===== src/rtl/thread_state_mgr_pkg.sv =====
// Shared thread-state encodings and width helper for the sha512unit thread-state manager.
package thread_state_mgr_pkg;

  localparam int THREAD_STATE_MSB = 1;

  typedef enum logic [THREAD_STATE_MSB:0] {
    THREAD_STATE_NONE   = 2'b00,
    THREAD_STATE_WR_RDY = 2'b01,
    THREAD_STATE_RD_RDY = 2'b10,
    THREAD_STATE_BUSY   = 2'b11
  } thread_state_e;

  // Index of the highest set bit; msb(0) is 0 so a one-entry table still gets a 1-bit index.
  function automatic int msb(input int value);
    int r;
    r = 0;
    for (int i = 0; i < 32; i++) begin
      if (value[i]) r = i;
    end
    return r;
  endfunction

endpackage


===== src/rtl/thread_state_find.sv =====
// Lowest-index match encoder over the packed thread-state table, registered once.
module thread_state_find
  import thread_state_mgr_pkg::*;
#(
  parameter int                        N_THREADS = 16,
  parameter int                        NUM_W     = 4,
  parameter logic [THREAD_STATE_MSB:0] MATCH     = THREAD_STATE_NONE,
  parameter logic                      FOUND_RST = 1'b0
) (
  input  logic                                       CLK,
  input  logic                                       RST_N,
  input  logic [N_THREADS-1:0][THREAD_STATE_MSB:0]   states,
  output logic                                       found,
  output logic [NUM_W-1:0]                           num
);

  logic             found_c;
  logic [NUM_W-1:0] num_c;
  logic             found_p2;
  logic [NUM_W-1:0] num_p2;

  // Scan downwards so the lowest matching index is the last one written.
  always_comb begin
    found_c = 1'b0;
    num_c   = '0;
    for (int t = N_THREADS - 1; t >= 0; t--) begin
      if (states[t] == MATCH) begin
        found_c = 1'b1;
        num_c   = NUM_W'(t);
      end
    end
  end

  // ---- stage p2: registered find result ----
  always_ff @(posedge CLK or negedge RST_N) begin
    if (!RST_N) begin
      found_p2 <= FOUND_RST;
      num_p2   <= '0;
    end else begin
      found_p2 <= found_c;
      num_p2   <= num_c;
    end
  end

  assign found = found_p2;
  assign num   = num_p2;

endmodule


===== src/rtl/thread_state_mgr.sv =====
// Per-thread state words of a sha512unit: loader/CPU/unloader writes, scheduler read port,
// registered finds and WR_RDY count. Define THREAD_STATE_CHECK_EN to validate transitions and drive err.
module thread_state_mgr
  import thread_state_mgr_pkg::*;
#(
  parameter int N_CORES       = 4,
  parameter int N_THREADS     = 4 * N_CORES,
  parameter int N_THREADS_MSB = msb(N_THREADS - 1)
) (
  input  logic                        CLK,
  input  logic                        RST_N,
  input  logic [N_THREADS_MSB:0]      ts_rd_num,
  output logic [THREAD_STATE_MSB:0]   ts_rd,
  input  logic [N_THREADS_MSB:0]      ld_num,
  input  logic                        ld_start,
  input  logic                        ld_done,
  input  logic [N_THREADS_MSB:0]      cpu_num,
  input  logic                        cpu_wr_en,
  input  logic [THREAD_STATE_MSB:0]   cpu_state,
  input  logic [N_THREADS_MSB:0]      ul_num,
  input  logic                        ul_start,
  input  logic                        ul_done,
  output logic                        none_found,
  output logic [N_THREADS_MSB:0]      none_num,
  output logic                        rd_rdy_found,
  output logic [N_THREADS_MSB:0]      rd_rdy_num,
  output logic [N_THREADS_MSB+1:0]    n_wr_rdy,
  output logic                        err
);

  localparam int NUM_W = N_THREADS_MSB + 1;
  localparam int CNT_W = N_THREADS_MSB + 2;

  logic [N_THREADS-1:0][THREAD_STATE_MSB:0] state_p1;
  logic [N_THREADS-1:0][THREAD_STATE_MSB:0] state_d;

  logic                      ld_vld, ul_vld;
  logic                      ld_in, ul_in, cpu_in;
  logic                      ld_drop, ul_drop;
  logic [THREAD_STATE_MSB:0] ld_new, ul_new;
  logic                      ld_legal, ul_legal, cpu_legal;

  logic [THREAD_STATE_MSB:0] ts_rd_c, ts_rd_p2;
  logic [CNT_W-1:0]          n_wr_rdy_c, n_wr_rdy_p2;

  assign ld_vld = ld_start | ld_done;
  assign ul_vld = ul_start | ul_done;
  assign ld_in  = ld_vld    && (int'(ld_num)  < N_THREADS);
  assign ul_in  = ul_vld    && (int'(ul_num)  < N_THREADS);
  assign cpu_in = cpu_wr_en && (int'(cpu_num) < N_THREADS);

  // A done pulse overrides a start pulse from the same agent.
  assign ld_new = ld_done ? THREAD_STATE_WR_RDY : THREAD_STATE_BUSY;
  assign ul_new = ul_done ? THREAD_STATE_NONE   : THREAD_STATE_BUSY;

  // Arbitration looks only at the target thread: CPU, then unloader, then loader.
  assign ul_drop = ul_in && cpu_in && (ul_num == cpu_num);
  assign ld_drop = ld_in && ((cpu_in && (ld_num == cpu_num)) ||
                             (ul_in  && (ld_num == ul_num)));

`ifdef THREAD_STATE_CHECK_EN
  logic [THREAD_STATE_MSB:0] ld_req, ul_req;
  logic                      err_set;
  logic                      err_p1;

  assign ld_req = ld_done ? THREAD_STATE_BUSY : THREAD_STATE_NONE;
  assign ul_req = ul_done ? THREAD_STATE_BUSY : THREAD_STATE_RD_RDY;

  assign ld_legal  = (state_p1[ld_num] == ld_req);
  assign ul_legal  = (state_p1[ul_num] == ul_req);
  assign cpu_legal = (state_p1[cpu_num] == THREAD_STATE_WR_RDY) &&
                     ((cpu_state == THREAD_STATE_WR_RDY) || (cpu_state == THREAD_STATE_RD_RDY));

  assign err_set = (ld_vld    && !ld_in) ||
                   (ul_vld    && !ul_in) ||
                   (cpu_wr_en && !cpu_in) ||
                   ld_drop || ul_drop ||
                   (cpu_in && !cpu_legal) ||
                   (ul_in  && !ul_drop && !ul_legal) ||
                   (ld_in  && !ld_drop && !ld_legal);

  always_ff @(posedge CLK or negedge RST_N) begin
    if (!RST_N) err_p1 <= 1'b0;
    else        err_p1 <= err_p1 | err_set;
  end

  assign err = err_p1;
`else
  assign ld_legal  = 1'b1;
  assign ul_legal  = 1'b1;
  assign cpu_legal = 1'b1;
  assign err       = 1'b0;
`endif

  // Surviving writes always target distinct threads, so their order here is irrelevant.
  always_comb begin
    state_d = state_p1;
    if (cpu_in && cpu_legal)            state_d[cpu_num] = cpu_state;
    if (ul_in && !ul_drop && ul_legal)  state_d[ul_num]  = ul_new;
    if (ld_in && !ld_drop && ld_legal)  state_d[ld_num]  = ld_new;
  end

  // ---- stage p1: thread-state storage ----
  always_ff @(posedge CLK or negedge RST_N) begin
    if (!RST_N) state_p1 <= '0;
    else        state_p1 <= state_d;
  end

  always_comb begin
    ts_rd_c    = (int'(ts_rd_num) < N_THREADS) ? state_p1[ts_rd_num] : THREAD_STATE_NONE;
    n_wr_rdy_c = '0;
    for (int t = 0; t < N_THREADS; t++) begin
      if (state_p1[t] == THREAD_STATE_WR_RDY) n_wr_rdy_c = n_wr_rdy_c + CNT_W'(1);
    end
  end

  // ---- stage p2: registered read port, finds and WR_RDY count ----
  always_ff @(posedge CLK or negedge RST_N) begin
    if (!RST_N) begin
      ts_rd_p2    <= THREAD_STATE_NONE;
      n_wr_rdy_p2 <= '0;
    end else begin
      ts_rd_p2    <= ts_rd_c;
      n_wr_rdy_p2 <= n_wr_rdy_c;
    end
  end

  assign ts_rd    = ts_rd_p2;
  assign n_wr_rdy = n_wr_rdy_p2;

  thread_state_find #(
    .N_THREADS (N_THREADS),
    .NUM_W     (NUM_W),
    .MATCH     (THREAD_STATE_NONE),
    .FOUND_RST (1'b1)
  ) u_find_none (
    .CLK    (CLK),
    .RST_N  (RST_N),
    .states (state_p1),
    .found  (none_found),
    .num    (none_num)
  );

  thread_state_find #(
    .N_THREADS (N_THREADS),
    .NUM_W     (NUM_W),
    .MATCH     (THREAD_STATE_RD_RDY),
    .FOUND_RST (1'b0)
  ) u_find_rd_rdy (
    .CLK    (CLK),
    .RST_N  (RST_N),
    .states (state_p1),
    .found  (rd_rdy_found),
    .num    (rd_rdy_num)
  );

endmodule


===== config.mk =====
export PLATFORM = sky130hd
export DESIGN_NAME = thread_state_mgr
export DESIGN_NICKNAME = d
export VERILOG_FILES = /design/src/rtl/thread_state_mgr_pkg.sv /design/src/rtl/thread_state_find.sv /design/src/rtl/thread_state_mgr.sv
export SDC_FILE = /design/constraint.sdc
export NUM_CORES = 1
export LEC_CHECK = 0
export ABC_CLOCK_PERIOD_IN_PS = 11300
export CAP_MARGIN = 5
export CORE_MARGIN = 4
export CORE_UTILIZATION = 55
export DETAILED_ROUTE_END_ITERATION = 16
export PLACE_DENSITY = 0.76
export RECOVER_POWER = 25
export SYNTH_ARGS = -nofsm -noshare
export SYNTH_HDL_FRONTEND = slang
export SYNTH_SLANG_ARGS = --single-unit

===== constraint.sdc =====
create_clock -name CLK -period 11.3 [get_ports CLK]
set_clock_uncertainty 0.05 [all_clocks]
set_input_delay 1.695 -clock CLK [delete_from_list [all_inputs] [get_ports CLK]]
set_output_delay 1.695 -clock CLK [all_outputs]
set_load 0.1 [all_outputs]

Yosys cells after proc, flatten, opt, wreduce, memory -nomap -nowiden. Index checks and enable logic that the tools add are counted.

Shift-type cells: 0. Multiply operators: 0. Divide/modulo/power cells: 0. Magnitude comparators: 7. Add/sub/neg operators: 15. Eq/ne operators: 35. Reductions and logical operators: 29. Bitwise logic cells: 2. Multiplexer cells: 96.

Operator list (count): $mux 4 (32); $bwmux 32 (3); $mux 32 (3); $mux 5 (15); $add 5x1->5 const B (14); $mux 1 (33); $eq 2x1->1 const B (16); $eq 2x2->1 const B (16); $logic_not 2->1 (16); $demux 2 s4 (3); $lt 4x5->1 const B (4); $eq 4x4->1 (3); $ge 4x1->1 const B (3); $mux 2 (6); $logic_and 1x1->1 (10); $bmux 2 s4 (1); $add 1x1->2 const B (1); $logic_not 1->1 (2); $or 1x1->1 (2); $logic_or 1x1->1 (1).

Bits in latches: 0. Bits of input ports: 25. Output and inout port bits: 18. Memories: 0. Bits in read-only memories: 0. RAM bits: 0. Bits in registers: 49. Word-level logic and storage cells: 206.

Longest topological paths before layout. Gate-level depths: netlist of run 1.

Depth in word-level cells: 32. Depth in mapped cells: 43. Depth with buffers taken out: 43.

Modules after synthesis. From an unflattened synthesis of run 1, not the netlist that was laid out.

Cell total of the unflattened synthesis: 643. Area, all modules: 5474.0 µm².

Modules (own cells, without submodules): thread_state_mgr (cells each 547, times used 1, area an instance 4664.5 µm², seq. area each 975.9 µm²); thread_state_find (u_find_rd_rdy) (cells each 53, times used 1, area an instance 412.9 µm², seq. area each 125.1 µm²); thread_state_find (u_find_none) (cells each 43, times used 1, area an instance 396.6 µm², seq. area each 126.4 µm²).

Worst setup path before layout of run 1. No wires, ideal clock.

Path kind: register to register. Start point: register state_p1[0] (netlist name). End point: register n_wr_rdy_p2[4], in the netlist n_wr_rdy[4]. Library setup time: 125 ps. Required time: 11125 ps. Setup slack: 3750 ps. Period minus slack after synthesis: 7550 ps. Stages on the path, launching flop included: 41. Arrival: 7375 ps. Buffers on the path: 0. Cells stage by stage: dfrtp_1 -> nor2b_1 -> ha_1 -> xnor2_1 -> ha_1 -> nor3_1 -> nor2_1 -> xnor2_1 -> a21oi_1 -> ha_1 -> nor3b_1 -> a21oi_1 -> xnor2_1 -> o21a_1 -> ha_1 -> a22o_1 -> o21ai_0 -> xnor2_1 -> [5 not listed] -> xnor2_1 -> o21ai_0 -> ha_1 -> or3_1 -> o21ai_0 -> nor2_1 -> nor2_1 -> nor2_1 -> mux2_2 -> ha_1 -> nand2_1 -> o21ai_0 -> ha_1 -> nand2_1 -> o31a_1 -> a311oi_1 -> a32oi_1 -> xnor2_1.

Word-level cells in the longest chain between the ends: 32.

RTL lines: start: declaration (line thread_state_mgr.sv:34) `logic [N_THREADS-1:0][THREAD_STATE_MSB:0] state_p1;`; start signal: assignment (line thread_state_mgr.sv:106) `else state_p1 <= state_d;`; $eq 2x1->1 (*) (line thread_state_mgr.sv:113) `if (state_p1[t] == THREAD_STATE_WR_RDY) n_wr_rdy_c = n_wr_rdy_c + CNT_W'(1);`; $mux 1 (*) (line thread_state_mgr.sv:113); $add 1x1->2 (line thread_state_mgr.sv:113); $mux 5 (*) (line thread_state_mgr.sv:113); $add 5x1->5 (line thread_state_mgr.sv:113); $mux 5 (*) (line thread_state_mgr.sv:113); $add 5x1->5 (line thread_state_mgr.sv:113); $mux 5 (*) (line thread_state_mgr.sv:113); [17 not listed]; $mux 5 (*) (line thread_state_mgr.sv:113); $add 5x1->5 (line thread_state_mgr.sv:113); $mux 5 (*) (line thread_state_mgr.sv:113); $add 5x1->5 (line thread_state_mgr.sv:113); $mux 5 (*) (line thread_state_mgr.sv:113); $add 5x1->5 (line thread_state_mgr.sv:113); $mux 5 (*) (line thread_state_mgr.sv:113); via n_wr_rdy_c[4] (line thread_state_mgr.sv:44) `logic [CNT_W-1:0] n_wr_rdy_c, n_wr_rdy_p2;`; end signal: assignment (line thread_state_mgr.sv:124) `n_wr_rdy_p2 <= n_wr_rdy_c;`; end: declaration (line thread_state_mgr.sv:44).

Mark *: on every way through the listed nets, which the timed path passes. The rest lies on a longest branch.

Worst setup path in the final report of run 1. Same ends and word-level chain as after synthesis.

==> reports/results.ini, run 1 <==
[cells_and_area]
final_cells = 802
most-common-layout-cells = 71 x nand2_1, 65 x nor2_1, 48 x dfrtp_1
areaGrowthSynthToFinish_pct = 10.1
antenna-diode-count = 0
final_common_cell = nand2_1
drive_gt1_share_pct = 10.4
finalNetCount = 712

[run]
cap_violations = 1

[grt]
track_usage_pct = 24.8
antenna_found_initial = 0
grt-ovfl-total = 0
grt_max_degree = 50
grt_pass1_vias = 4818
grt_pass1_wl_um = 23200

[routing]
antenna_left = 0
viasPerCell = 6.09
drt_iter0_drc = 323
dr_total_vias = 4883
drcViolationCount = 0
wl_per_cell_um = 17.4
dr.pass1.iters = 5
totalWireLength_um = 14000

[timing]
rsz0062_at_grt = no
timing.setup.tns_ns = 0
setup_slack_ns = 2.71
slew_violations = 50
worstMarginPinSlew_ns = 2.73
fmax_ghz = 0.116
min_period_over_period_pct = 76.1
finalSetupViolations = 0
hold_slack_ns = 0.581
slew_headroom_pct = -81.8
finalCriticalPeriod_ns = 8.59
hold_violations = 0

[setup_path]
crit_path_frequent_cell = ha_1
worst-path-max-fanout = 6
regToRegStartpoint = state_p1[0]
required_ns = 11.46
regToRegEndpoint = n_wr_rdy[4]
slowest_stage = dfrtp_1
worstSetupEndpointType = flop
critPathMaxStageDelay_ns = 0.43
rrSetupSlack_ns = 2.71
critPathLaunchType = flop
rr_worst_depth = 40
cp_data_arrival_time_ns = 8.75
startpoint = state_p1[0]
worstSetupPathType = flop to flop

[logic_synthesis]
yosys_warnings = 0
synth_edf_count = 0
synth-xor-area-share_pct = 15.2
ys_seq_area_share_pct = 22.6
synth_top_area_share_pct = 22.1
synthMuxAreaShare_pct = 13.7
syn_area_per_cell_um2 = 8.34
ys_ff_latch = 49
synth_nets = 691
synth_cell_type_count = 71
ys_async_sr_fraction_pct = 100
synthFlopType = dfrtp_1
synth-simple-area-share_pct = 26.3
synthAdderAreaFrac_pct = 3.46
ys_top_cells_by_area = dfrtp_1 22%, xnor2_1 6.1%, mux2i_1 5.0%
yosys.area.top_type = dfrtp_1
synth-compound-area-share_pct = 15.5
synth_top_family_by_area = simple AND/OR/NAND/NOR gates
netlist_area_mm2 = 0.00543
postSynthCellCount = 651

[place]
dp_hpwl_um = 10900
dp.cells = 794
place_congestion = 0.938
place_ws_ns = 2.79
portBuffers = 41

[clock_network]
path_clk_slew_ns = 0.11
cts_sinks = 49
cts_setup_buffers = 0
hold_buffers = 0
htree_levels = 2
cts_root_buffer = clkbuf_8
cts_resized = 0
numCtsBuffers = 5
cts_tree = built
clock_path_buffers = 2
insertion_delay_ns = 0.31

[status]
status = complete, but fails checks
violations = max-capacitance violations, max-slew violations

[floorplanning]
die_h_um = 107
floorplan.initialDensity_pct = 57.7
row_count = 35
core_area_mm2 = 0.00942
die_w_um = 107
die_area_mm2 = 0.0115
ioPinCount = 43

[min_path]
min_to = u_find_none.num[0]
min_path_cells = 2
hp-class = flop to flop
min_from = state_p1[0]

cell families (layout without fill, tap and decap cells):
family	Yosys count	after routing
multiplexers	59	59
buffers and inverters	41	63
AND/OR/NAND/NOR	280	280
flip-flops	49	49
adder cells (fa/ha/maj)	15	15
AO/OA/AOI/OAI	135	135
other	1	1
XOR/XNOR	71	71
worst max-delay path, delay by kind of cell, from the launching register on:
kind / cells / cell delay (ns)
mux: 1 / 0.27
fa+ha+maj: 8 / 2.25
flops: 1 / 0.43
compound gates: 14 / 2.84
xor+xnor: 6 / 1.12
simple gates: 11 / 1.55
how the worst max path moves through the flow:
| stage | endpoint | slack [ns] | depth (start not counted) |
|---|---|---|---|
| finish | n_wr_rdy[4] | 2.71 | 40 |
| CTS | n_wr_rdy[4] | 2.74 | 40 |
| global placement | n_wr_rdy[4] | 3.29 | 39 |
| global route | n_wr_rdy[4] | 1.82 | 39 |
| detailed placement | n_wr_rdy[4] | 2.79 | 40 |
| floorplan | n_wr_rdy[4] | 3.75 | 40 |
final cells by class:
cell class	count	area, um2
Tap cell	129	161
Timing Repair Buffer	42	409
Inverter	13	48.8
Fill cell	837	3440
Multi-Input combinational cell	561	4030
Sequential cell	49	1230
Clock inverter	2	17.5
Clock buffer	6	82.6
synthesized netlist by cell type (all sizes together), types with 2 or more instances:
cell type and number:
nand2 71, a31o 4, nand2b 22, nor2 65
xnor3 9, mux2i 27, nor3 21, xnor2 46
nand3 16, o21ai 49, nand4 6, mux2 22
mux4 10, and3 3, o21a 5, o22ai 9
nand3b 11, a31oi 8, nor2b 32, a21oi 24
or3 4, o211ai 7, a21o 5, and2 5
clkbuf 19, or2 7, o32a 2, inv 12
ha 15, a211oi 3, xor2 16, buf 9
dfrtp 48, a311oi 2, and3b 3, nor3b 8
a21boi 2
per-layer routing:
metal	vias up	share of wire, %	GRT usage, %
met5	-	0	0
met4	0	2.3	9.65
met3	24	5.0	2.76
met2	144	50	43.5
met1	2351	43	31.3
li1	2364	-	-
registers in the layout (all words and copies together), names as in the netlist:
register / flops
n_wr_rdy: 5
u_find_rd_rdy.found: 1
ts_rd: 2
u_find_none.found: 1
state_p1: 32
u_find_none.num: 4
u_find_rd_rdy.num: 4
per-stage QoR:
stage	instance area (um2)	utilization, %
final	5980	63.5
after global placement	5880	62.5
after detailed placement	5880	62.5
after global routing	5980	63.5
after CTS	5980	63.5
after floorplan	5430	-
Power of run 1 is not shown: default switching activity piles up to over one toggle a cycle in this logic, so the estimate is an artifact.
==> inputs of run 2 (changes only) <==
--- a/config.mk
+++ b/config.mk
@@ -5,12 +5,12 @@
 export SDC_FILE = /design/constraint.sdc
 export NUM_CORES = 1
 export LEC_CHECK = 0
-export ABC_CLOCK_PERIOD_IN_PS = 11300
+export ABC_CLOCK_PERIOD_IN_PS = 7180
 export CAP_MARGIN = 5
 export CORE_MARGIN = 4
-export CORE_UTILIZATION = 55
+export CORE_UTILIZATION = 54
 export DETAILED_ROUTE_END_ITERATION = 16
-export PLACE_DENSITY = 0.76
+export PLACE_DENSITY = 0.78
 export RECOVER_POWER = 25
 export SYNTH_ARGS = -nofsm -noshare
 export SYNTH_HDL_FRONTEND = slang
==> constraint.sdc (replaced) <==
create_clock -name CLK -period 7.18 [get_ports CLK]
set_clock_uncertainty 0.05 [all_clocks]
set_input_delay 1.077 -clock CLK [delete_from_list [all_inputs] [get_ports CLK]]
set_output_delay 1.077 -clock CLK [all_outputs]
set_load 0.1 [all_outputs]
==> run 2 against run 1 <==
Against the previous run:
- the run ends with max-capacitance violations, max-slew violations, negative setup slack left
- routed wire length increased by 9.7%
- register-to-register slack worse by 2.9 ns
- critical path depth rose by 4
- design area increased by 13%
- via count rose by 7.5%
- sequential share of layout area down 2.3 points
- cell count grew 8.5%
- clock-buffer cell count is the same
- maximum frequency increased by 17%
- first-iteration DRC count up 25%
- die area rose by 1.7%
- largest cell class unchanged
==> reports/results.ini, run 2 (same netlist as run 1, synthesis figures left out) <==
[timing]
slew_headroom_pct = -82.0  ; -0.23 points
min_period_over_period_pct = 102  ; +26 points
rsz0062_at_grt = yes
fmax_ghz = 0.136  ; +17%
finalCriticalPeriod_ns = 7.34  ; -1.26 ns
slew_violations = 50  ; unchanged
setup_slack_ns = -0.155  ; -2.86 ns
hold_violations = 0  ; unchanged
worstMarginPinSlew_ns = 2.73  ; +0.00346 ns
finalSetupViolations = 1  ; +1

[grt]
grt_pass1_wl_um = 24400  ; +5.1%
grt_max_degree = 50  ; unchanged
track_usage_pct = 26.0  ; +1.2 points
antenna_found_initial = 0  ; unchanged
grt_pass1_vias = 5040  ; +4.6%
grt-ovfl-total = 0  ; unchanged

[place]
place_area_mm2 = 0.00624  ; +6.0%
dp_hpwl_um = 11100  ; +1.6%
place_congestion = 0.929  ; -1.0%
portBuffers = 41  ; unchanged

[clock_network]
numCtsBuffers = 5  ; unchanged
cts_tree = built
cts_root_buffer = clkbuf_8
clock_path_buffers = 2  ; unchanged
cts_sinks = 49  ; unchanged
hold_buffers = 0  ; unchanged
path_clk_slew_ns = 0.10  ; about the same
htree_levels = 2  ; unchanged
insertion_delay_ns = 0.32  ; about the same

[setup_path]
critPathLaunchType = flop
crit_path_frequent_cell = ha_4
worst-path-max-fanout = 3  ; -3
worstSetupPathType = flop to flop
cp_data_arrival_time_ns = 7.50  ; -1.25 ns
slowest_stage = dfrtp_1
critPathMaxStageDelay_ns = 0.41  ; -0.02 ns
path_delay_family = compound AO/OA/AOI/OAI gates
worstSetupEndpointType = flop
required_ns = 7.35  ; -4.11 ns
crit_buf_inv = 6  ; +6

[routing]
dr.pass1.iters = 5  ; unchanged
dr_total_vias = 5247  ; +7.5%
viasPerCell = 6.03  ; -0.94%
drt_iter0_drc = 403  ; +25%
wl_per_cell_um = 17.6  ; +1.1%
drcViolationCount = 0  ; unchanged
totalWireLength_um = 15300  ; +9.7%
antenna_left = 0  ; unchanged

[floorplanning]
floorplan.initialDensity_pct = 55.5  ; -2.1 points
die_w_um = 108  ; +0.85%
ioPinCount = 43  ; unchanged
row_count = 36  ; +2.9%
core_area_mm2 = 0.00977  ; +3.8%
die_h_um = 108  ; +0.85%
die_area_mm2 = 0.0117  ; +1.7%

[cells_and_area]
most-common-layout-cells = 68 x nand2_1, 64 x buf_4, 60 x nor2_1
areaGrowthSynthToFinish_pct = 24.0
largest_reg_flops = 32  ; unchanged
antenna-diode-count = 0  ; unchanged
finalNetCount = 776  ; +9.0%
final_common_cell = nand2_1
design_area_mm2 = 0.00673  ; +13%
largest_register = state_p1
drive_gt1_share_pct = 24.2  ; +14 points
final_util_pct = 68.9  ; +5.4 points

[status]
status = complete, but fails checks
violations = max-capacitance violations, max-slew violations, negative setup slack

[run]
cap_violations = 1  ; unchanged

[min_path]
hp-class = flop to flop

-- run 2: changes by cell type in the layout (fill, tap and decap cells not counted), moves of 5 or more --
cell | before | now
o21ai_0 | 47 | 42
ha_1 | 15 | 8
ha_4 | 0 | 6
xnor2_1 | 38 | 31
nor2_1 | 65 | 60
buf_4 | 0 | 64
nor2_2 | 0 | 5
xnor2_2 | 7 | 14
-- run 2: area by class of cell --
cell class              count  area, um2
clock buffers               6       82.6
clock inverters             2       17.5
fillers                   798       3040
inverters                  13       51.3
multi-input cells         561       4300
flip-flops and latches     49       1230
well taps                 133        166
repair buffers            106        890
-- run 2: stage by stage --
stage                     TNS (ns)  setup slack (ns)  cells  hold slack [ns]
after global placement      -0.146            -0.146    838            0.606
after floorplan                  0            0.0344    651            0.511
after global routing        -0.909            -0.588    870            0.703
final                       -0.155            -0.155    870            0.656
after detailed placement    -0.358            -0.344    838            0.626
after CTS                  -0.0892           -0.0892    862            0.647
-- run 2: path summary, 6_finish.rpt --
path	endpoint	slack, ns	start	cells past startpoint
max in group asynchronous	u_find_rd_rdy.num[1]	3.88	RST_N	2
worst min register to register	u_find_none.num[0]	0.66	state_p1[2]	3
worst max register to register	n_wr_rdy[4]	-0.16	state_p1[0]	44
min in group asynchronous	n_wr_rdy[4]	1.65	RST_N	2
worst min-delay path	u_find_none.num[0]	0.66	state_p1[2]	3
worst max-delay path	n_wr_rdy[4]	-0.16	state_p1[0]	44
-- run 2: repair_timing --
item	CTS	global route
hold endpoints to repair	0	0
buffers inserted	16	8
pin swaps	25	31
setup endpoints to repair	2	4
resized for setup	13	31
-- run 2: worst reg2reg max path, delay by kind of cell, from the launching register on --
family / cells / cell delay (ns)
and+or+nand+nor: 11 / 1.01
AOI/OAI and AO/OA: 12 / 1.97
DFF: 1 / 0.41
adders and majority gates: 8 / 1.99
xor gates and xnor gates: 5 / 0.64
buffers and inverters: 6 / 0.71
muxes: 2 / 0.44
-- run 2: per-layer routing --
| metal | global-route usage, % | vias to the layer above | routed length (um) |
|---|---|---|---|
| met4 | 10.6 | 0 | 535 |
| met5 | 0 | - | 0 |
| li1 | - | 2502 | - |
| met2 | 44.1 | 199 | 7680 |
| met1 | 34.2 | 2499 | 6250 |
| met3 | 2.63 | 47 | 876 |
Power of run 2 is left out for the same reason.
==> inputs of run 3 (changes only) <==
--- a/config.mk
+++ b/config.mk
@@ -6,7 +6,6 @@
 export NUM_CORES = 1
 export LEC_CHECK = 0
 export ABC_CLOCK_PERIOD_IN_PS = 7180
-export CAP_MARGIN = 5
 export CORE_MARGIN = 4
 export CORE_UTILIZATION = 54
 export DETAILED_ROUTE_END_ITERATION = 16
==> results of run 3 <==
No change in the layout: final DEF, timing and power equal those of run 2.
Power of run 3 is left out for the same reason.
